File: config.mk
export PLATFORM = sky130hd
export DESIGN_NAME = instruction_fetch
export DESIGN_NICKNAME = d
export VERILOG_FILES = /design/src/rtl/riscv_pkg.sv /design/src/rtl/instruction_fetch.sv
export SDC_FILE = /design/constraint.sdc
export NUM_CORES = 1
export LEC_CHECK = 0
export CAP_MARGIN = 20
export CORE_MARGIN = 5
export CORE_UTILIZATION = 40
export CTS_CLUSTER_SIZE = 10
export DETAILED_ROUTE_END_ITERATION = 8
export HOLD_SLACK_MARGIN = 0.03
export PLACE_DENSITY = 0.76
export SLEW_MARGIN = 20
export SYNTH_ARGS = -nofsm -noshare
export SYNTH_HDL_FRONTEND = slang
export SYNTH_SLANG_ARGS = --single-unit
File: constraint.sdc
create_clock -name clk -period 6.21 [get_ports clk]
set_input_delay 1.242 -clock clk [delete_from_list [all_inputs] [get_ports clk]]
set_output_delay 1.242 -clock clk [all_outputs]
set_load 0.05 [all_outputs]
File: src/rtl/riscv_pkg.sv
// Shared RV32 definitions used by the fetch and decode stages.
package riscv_pkg;

    localparam int unsigned XLEN = 32;

    localparam logic [XLEN-1:0] NOP_INSTR = 32'h0000_0013;

    typedef enum logic [1:0] {
        IDLE = 2'd0,
        REQ  = 2'd1,
        WAIT = 2'd2
    } fetch_state_t;

    localparam logic [6:0] OP_R      = 7'b0110011;
    localparam logic [6:0] OP_I      = 7'b0010011;
    localparam logic [6:0] OP_LOAD   = 7'b0000011;
    localparam logic [6:0] OP_STORE  = 7'b0100011;
    localparam logic [6:0] OP_BRANCH = 7'b1100011;
    localparam logic [6:0] OP_JAL    = 7'b1101111;

endpackage

File: src/rtl/instruction_fetch.sv
// Multicycle instruction fetch: owns PC, old PC and IR, and issues one
// valid/ready request per fetch to instruction memory.
module instruction_fetch
    import riscv_pkg::*;
#(
    parameter logic [31:0] RESET_PC  = 32'h0000_0000,
    parameter logic [31:0] NOP_INSTR = riscv_pkg::NOP_INSTR
) (
    input  logic        clk,
    input  logic        reset,
    input  logic        fetch_req,
    input  logic        pc_update,
    input  logic [31:0] pc_next,
    output logic        imem_req_valid,
    output logic [31:0] imem_req_addr,
    input  logic        imem_req_ready,
    input  logic        imem_rsp_valid,
    input  logic [31:0] imem_rsp_data,
    output logic [31:0] instr,
    output logic [31:0] pc,
    output logic [31:0] old_pc,
    output logic        instr_valid,
    output logic        busy,
    output logic        misaligned,
    output logic        protocol_err
);

    fetch_state_t state_q, state_d;

    logic [XLEN-1:0] pc_q, old_pc_q, instr_q;
    logic            instr_valid_q, misaligned_q, protocol_err_q;
    logic            fetch_done;

    // A response only counts once the request handshake has completed.
    assign fetch_done = ((state_q == REQ) && imem_req_ready && imem_rsp_valid) ||
                        ((state_q == WAIT) && imem_rsp_valid);

    always_ff @(posedge clk or posedge reset) begin
        if (reset) begin
            state_q <= IDLE;
        end else begin
            state_q <= state_d;
        end
    end

    always_comb begin
        state_d = state_q;
        unique case (state_q)
            IDLE: begin
                if (fetch_req) state_d = REQ;
            end
            REQ: begin
                if (imem_req_ready) state_d = imem_rsp_valid ? IDLE : WAIT;
            end
            WAIT: begin
                if (imem_rsp_valid) state_d = IDLE;
            end
            default: state_d = IDLE;
        endcase
    end

    always_comb begin
        imem_req_valid = (state_q == REQ);
        busy           = (state_q != IDLE);
        imem_req_addr  = pc_q;
        instr          = instr_q;
        pc             = pc_q;
        old_pc         = old_pc_q;
        instr_valid    = instr_valid_q;
        misaligned     = misaligned_q;
        protocol_err   = protocol_err_q;
    end

    // Override in IDLE lands in pc_q at the same edge that enters REQ,
    // so the request address already reflects the branch target.
    always_ff @(posedge clk or posedge reset) begin
        if (reset) begin
            pc_q           <= RESET_PC;
            old_pc_q       <= RESET_PC;
            instr_q        <= NOP_INSTR;
            instr_valid_q  <= 1'b0;
            misaligned_q   <= 1'b0;
            protocol_err_q <= 1'b0;
        end else begin
            instr_valid_q <= 1'b0;
            misaligned_q  <= 1'b0;
            if (state_q == IDLE) begin
                if (pc_update) begin
                    pc_q         <= {pc_next[31:2], 2'b00};
                    misaligned_q <= |pc_next[1:0];
                end
            end else begin
                if (pc_update) protocol_err_q <= 1'b1;
                if (fetch_done) begin
                    instr_q       <= imem_rsp_data;
                    old_pc_q      <= pc_q;
                    pc_q          <= pc_q + 32'd4;
                    instr_valid_q <= 1'b1;
                end
            end
        end
    end

endmodule
# Word level (Yosys, flattened, before mapping)
# Cells that the tools add are included.
# totals
reg_bits,101
input_bits,70
output_inout_bits,133
word_cells,39
# classes
addsub,1
eq_ne,6
mux,12
bitwise_logic,1
reduce_logical,12
# op_table
op,count
32-bit two-way mux,3
32-bit by 3-bit adder with 32-bit output (second input constant),1
2-bit two-way mux,4
2-bit != test (second input constant),3
2-bit one-hot mux with 3 select lines,1
2-bit AND reduction,3
1-bit two-way mux,4
2-bit nonzero test,2
1-bit logical AND,3
3-bit AND reduction,1
2-bit by 1-bit equality test with 1-bit output (second input constant),1
2-bit equality test (second input constant),1
2-bit logical NOT,1
2-bit by 1-bit != test with 1-bit output (second input constant),1
2-bit OR reduction,1
1-bit logical OR,1
1-bit NOT,1

# Longest topological paths before layout
# depth
depth_word,6
ltp_mapped,8
mapped_depth_nobuf,7

# Worst setup path after synthesis
# Ideal clock, no wire load.
# synth_timing
path_type,reg-to-output
start,register state_q[0]
end,output busy
t_arrival_ns,1.227
required_ns,4.968
slack_ns,3.741
path_stages_with_launch,5
n_path_buf,2
cell_sequence,dfrtp_1 > nor2_1 > inv_1 > buf_2 > buf_2
# synth_between
elab_chain_cells,1
# synth_lines
element,line,text
start: declaration,instruction_fetch.sv:28,"fetch_state_t state_q, state_d;"
start signal: assignment,instruction_fetch.sv:42,state_q <= state_d;
2-bit nonzero test,instruction_fetch.sv:64,busy = (state_q != IDLE);
end: declaration,instruction_fetch.sv:23,"output logic busy,"
# Every way passes these cells.

# Final worst setup path
# layout_timing
start,input imem_req_ready
end,register pc_q[25] (netlist: imem_req_addr[25])
# layout_between
elab_chain_cells,5
# layout_lines
element,line,text
start: declaration,instruction_fetch.sv:16,"input logic imem_req_ready,"
1-bit logical AND (2 in series),instruction_fetch.sv:35,assign fetch_done = ((state_q == REQ) && imem_req_ready && imem_rsp_valid) ||
1-bit logical OR,instruction_fetch.sv:35,
2-bit nonzero test (no line),--,
2-bit AND reduction (no line),--,
end signal: assignment,instruction_fetch.sv:89,"pc_q <= {pc_next[31:2], 2'b00};"
end signal: assignment,instruction_fetch.sv:97,pc_q <= pc_q + 32'd4;
end: declaration,instruction_fetch.sv:30,"logic [XLEN-1:0] pc_q, old_pc_q, instr_q;"
# Every way passes these cells.
# A chain may end at the register's enable or synchronous reset.

==> metrics.txt <==
commonest non-fill, non-tap cells in the layout nand2_1, clkdlybuf4s50_1, dfrtp_1, a21oi_1, o21ai_0; DPL Wire Length 10200 µm; status finished, final reports clean; Sink Count 97; # H-tree levels 3; NumNets Final 764; drt via density 5.27; share of the synthesized area in the top cell type 0.500; register area 2430 µm²; CTS buffer count 9; DRC 0; Critical path buffers and inverters 3; WP data required 6.44 ns; layout filler cell count 969; initial cell density of the core 0.410; Final setup viols 0; ranking of synthesized cells by area dfrtp_1, nand2_1, buf_4; leakage power 3.01 nW; largest net degree at the start of global routing 74; global-route wire length before repair 23500 µm; initial antenna violation count 0; ANT cells 0; Max transition margin 0.298; antenna viol nets, final 0; Setup Total Neg Slack 0 ns; Die H 118 µm; Post-CTS Setup Bufs 0; Post-synth EDFFs 0; Root Driver clkbuf_16; slowest CP cell inv_2; Slew Limit Fails 0; WL per Instance 17.3 µm; CTS tree yes; clk buf depth 2; number of synthesized register bits 97; area of the multi-input gates 1880 µm²; critical path capture point type register; WL final 14500 µm; Total GRT Usage 0.203; CP arrival 3.70 ns; Final Hold Violating Endpoints 0; placed cell area 6520 µm²; top_reg_cell synth dfrtp_1; synth-to-layout area growth 45.5%; RD Place Congestion 0.745; vias in the first global route 4539; fraction of layout cells with a size suffix above 1 0.0487; post_cts resized 0; Final Instance Area 6840 µm²; sequential area share after synthesis 0.517; Syn Inst Count 539; grt ovf 0; CP max stage delay 0.84 ns; commonest non-fill, non-tap cell in the layout nand2_1; worst min path class reg2reg; Die Wd 118 µm; IO Pins 203; Peak VDD IR 0.375 mV; Cell Area, Synth 4700 µm²; Pre-Repair DR Iteration Count 7; fin crit share 0.560; Power per Cell Area 632 nW/µm²; Worst Tran Pin Value 1.05 ns; maximum clock frequency 288 MHz; startpoint types input pin; Ys Warns 0; Die Area 14000 µm²; leading area contributor after synthesis dfrtp_1; CP delay by family, top buffers and inverters; Rows 39; Mean Syn Cell Area 8.73 µm²; DR vias 4436; core region area 11500 µm²; clock slew at reported path FFs 0.07 ns; max cap viols 0; FFs w/ async S/R, synth 1.00; Crit Path Category in2reg; worst-path cell chain clkdlybuf4s50_1 > a21oi_1 > nand2b_2 > buf_4 > inv_2 > nand2_1 > o32ai_1 > nor2_1; Distinct cells, synth 49; crit-path max FO 68; Max Clock Skew 0.00802 ns; RSZ-0062 raised after global routing false; hold_buf cts 0; initial DRC count 406; Port Buffer Count 196; min cycle time layout 3.48 ns; Clock Latency Late Sink 0.34 ns
[kinds of logic (layout without fill, tap and decap cells)]
| kind of cell | Yosys count | count (layout) | share of synthesized area |
|---|---|---|---|
| compound gates | 99 | 99 | 0.131 |
| simple gates | 268 | 268 | 0.254 |
| fa+ha+maj | 1 | 1 | 0.00266 |
| flops | 97 | 97 | 0.517 |
| mux | 2 | 2 | 0.00426 |
| buf+inv | 71 | 225 | 0.0897 |
| other cells | 1 | 6 | 0.000797 |
[layer usage]
metal | share of wire | up-vias | global-route usage
met4 | 0.039 | 0 | 0.110
met1 | 0.43 | 2094 | 0.258
li1 | - | 2101 | -
met2 | 0.48 | 202 | 0.330
met5 | 0 | - | 0
met3 | 0.058 | 39 | 0.0382
[area by class of cell]
cell class | count | share of cell area
inverter | 8 | 0.00475
clock inverter | 2 | 0.00878
tap | 143 | 0.0262
sequential | 97 | 0.355
multi-input combinational | 376 | 0.274
clock buffer | 14 | 0.0386
timing repair buffer | 201 | 0.292
[stage by stage]
stage	power (mW)	util	instances	worst slack [ns]	hold slack (ns)
final	4.33	0.597	841	2.73	0.461
after global routing	4.53	0.597	841	2.49	0.478
after CTS	4.35	0.597	841	2.67	0.466
after detailed placement	3.73	0.568	825	2.31	0.446
after global placement	3.69	0.568	825	2.43	0.448
after floorplan	2.93	-	544	2.44	0.483
[tightest hold or removal path, delay by kind of cell, from the launching register on]
| family | cells | cell delay, ns |
|---|---|---|
| simple gates | 2 | 0.09 |
| flops | 1 | 0.37 |
[report_power, final]
part | switching, mW | total, mW | leakage (nW) | internal (mW)
Clock | 0.229 | 0.604 | 0.157 | 0.376
Combinational | 1.73 | 2.52 | 1.68 | 0.792
Sequential | 0.306 | 1.20 | 1.17 | 0.894
[cell usage after synthesis, types with 2 or more instances]
cell type,n
a311o_1,2
dfrtp_1,94
nor2_1,15
and3_1,4
dfstp_2,3
o21ai_0,23
nor3_1,6
nand4_2,2
clkbuf_1,11
mux2i_1,2
a211oi_1,9
a21oi_1,31
a311oi_1,4
inv_1,7
a31oi_1,2
o22ai_1,14
nor4_2,3
and4_1,5
buf_4,36
o221ai_1,2
nor4_1,2
or3_1,4
nand2_1,200
and2_1,2
nand4_1,6
buf_2,16
a21o_1,2
nand3_1,11
[final timing paths]
| path | cells past startpoint | from | end | slack [ns] |
|---|---|---|---|---|
| hold reg to reg | 2 | instr[1] | instr[1] | 0.46 |
| setup / recovery | 8 | imem_req_ready | imem_req_addr[25] | 2.73 |
| setup reg to reg | 8 | state_q[1] | imem_req_addr[25] | 3.48 |
| min in group asynchronous | 2 | reset | instr[10] | 1.22 |
| hold / removal | 2 | instr[1] | instr[1] | 0.46 |
| max in group asynchronous | 3 | reset | misaligned | 3.76 |
[registers in the layout (all words and copies together) (netlist names)]
name,cells
imem_req_addr,30
old_pc,30
state_q,2
instr_valid,1
instr,32
misaligned,1
protocol_err,1
Note: power is estimated with default switching activity, not from simulation.
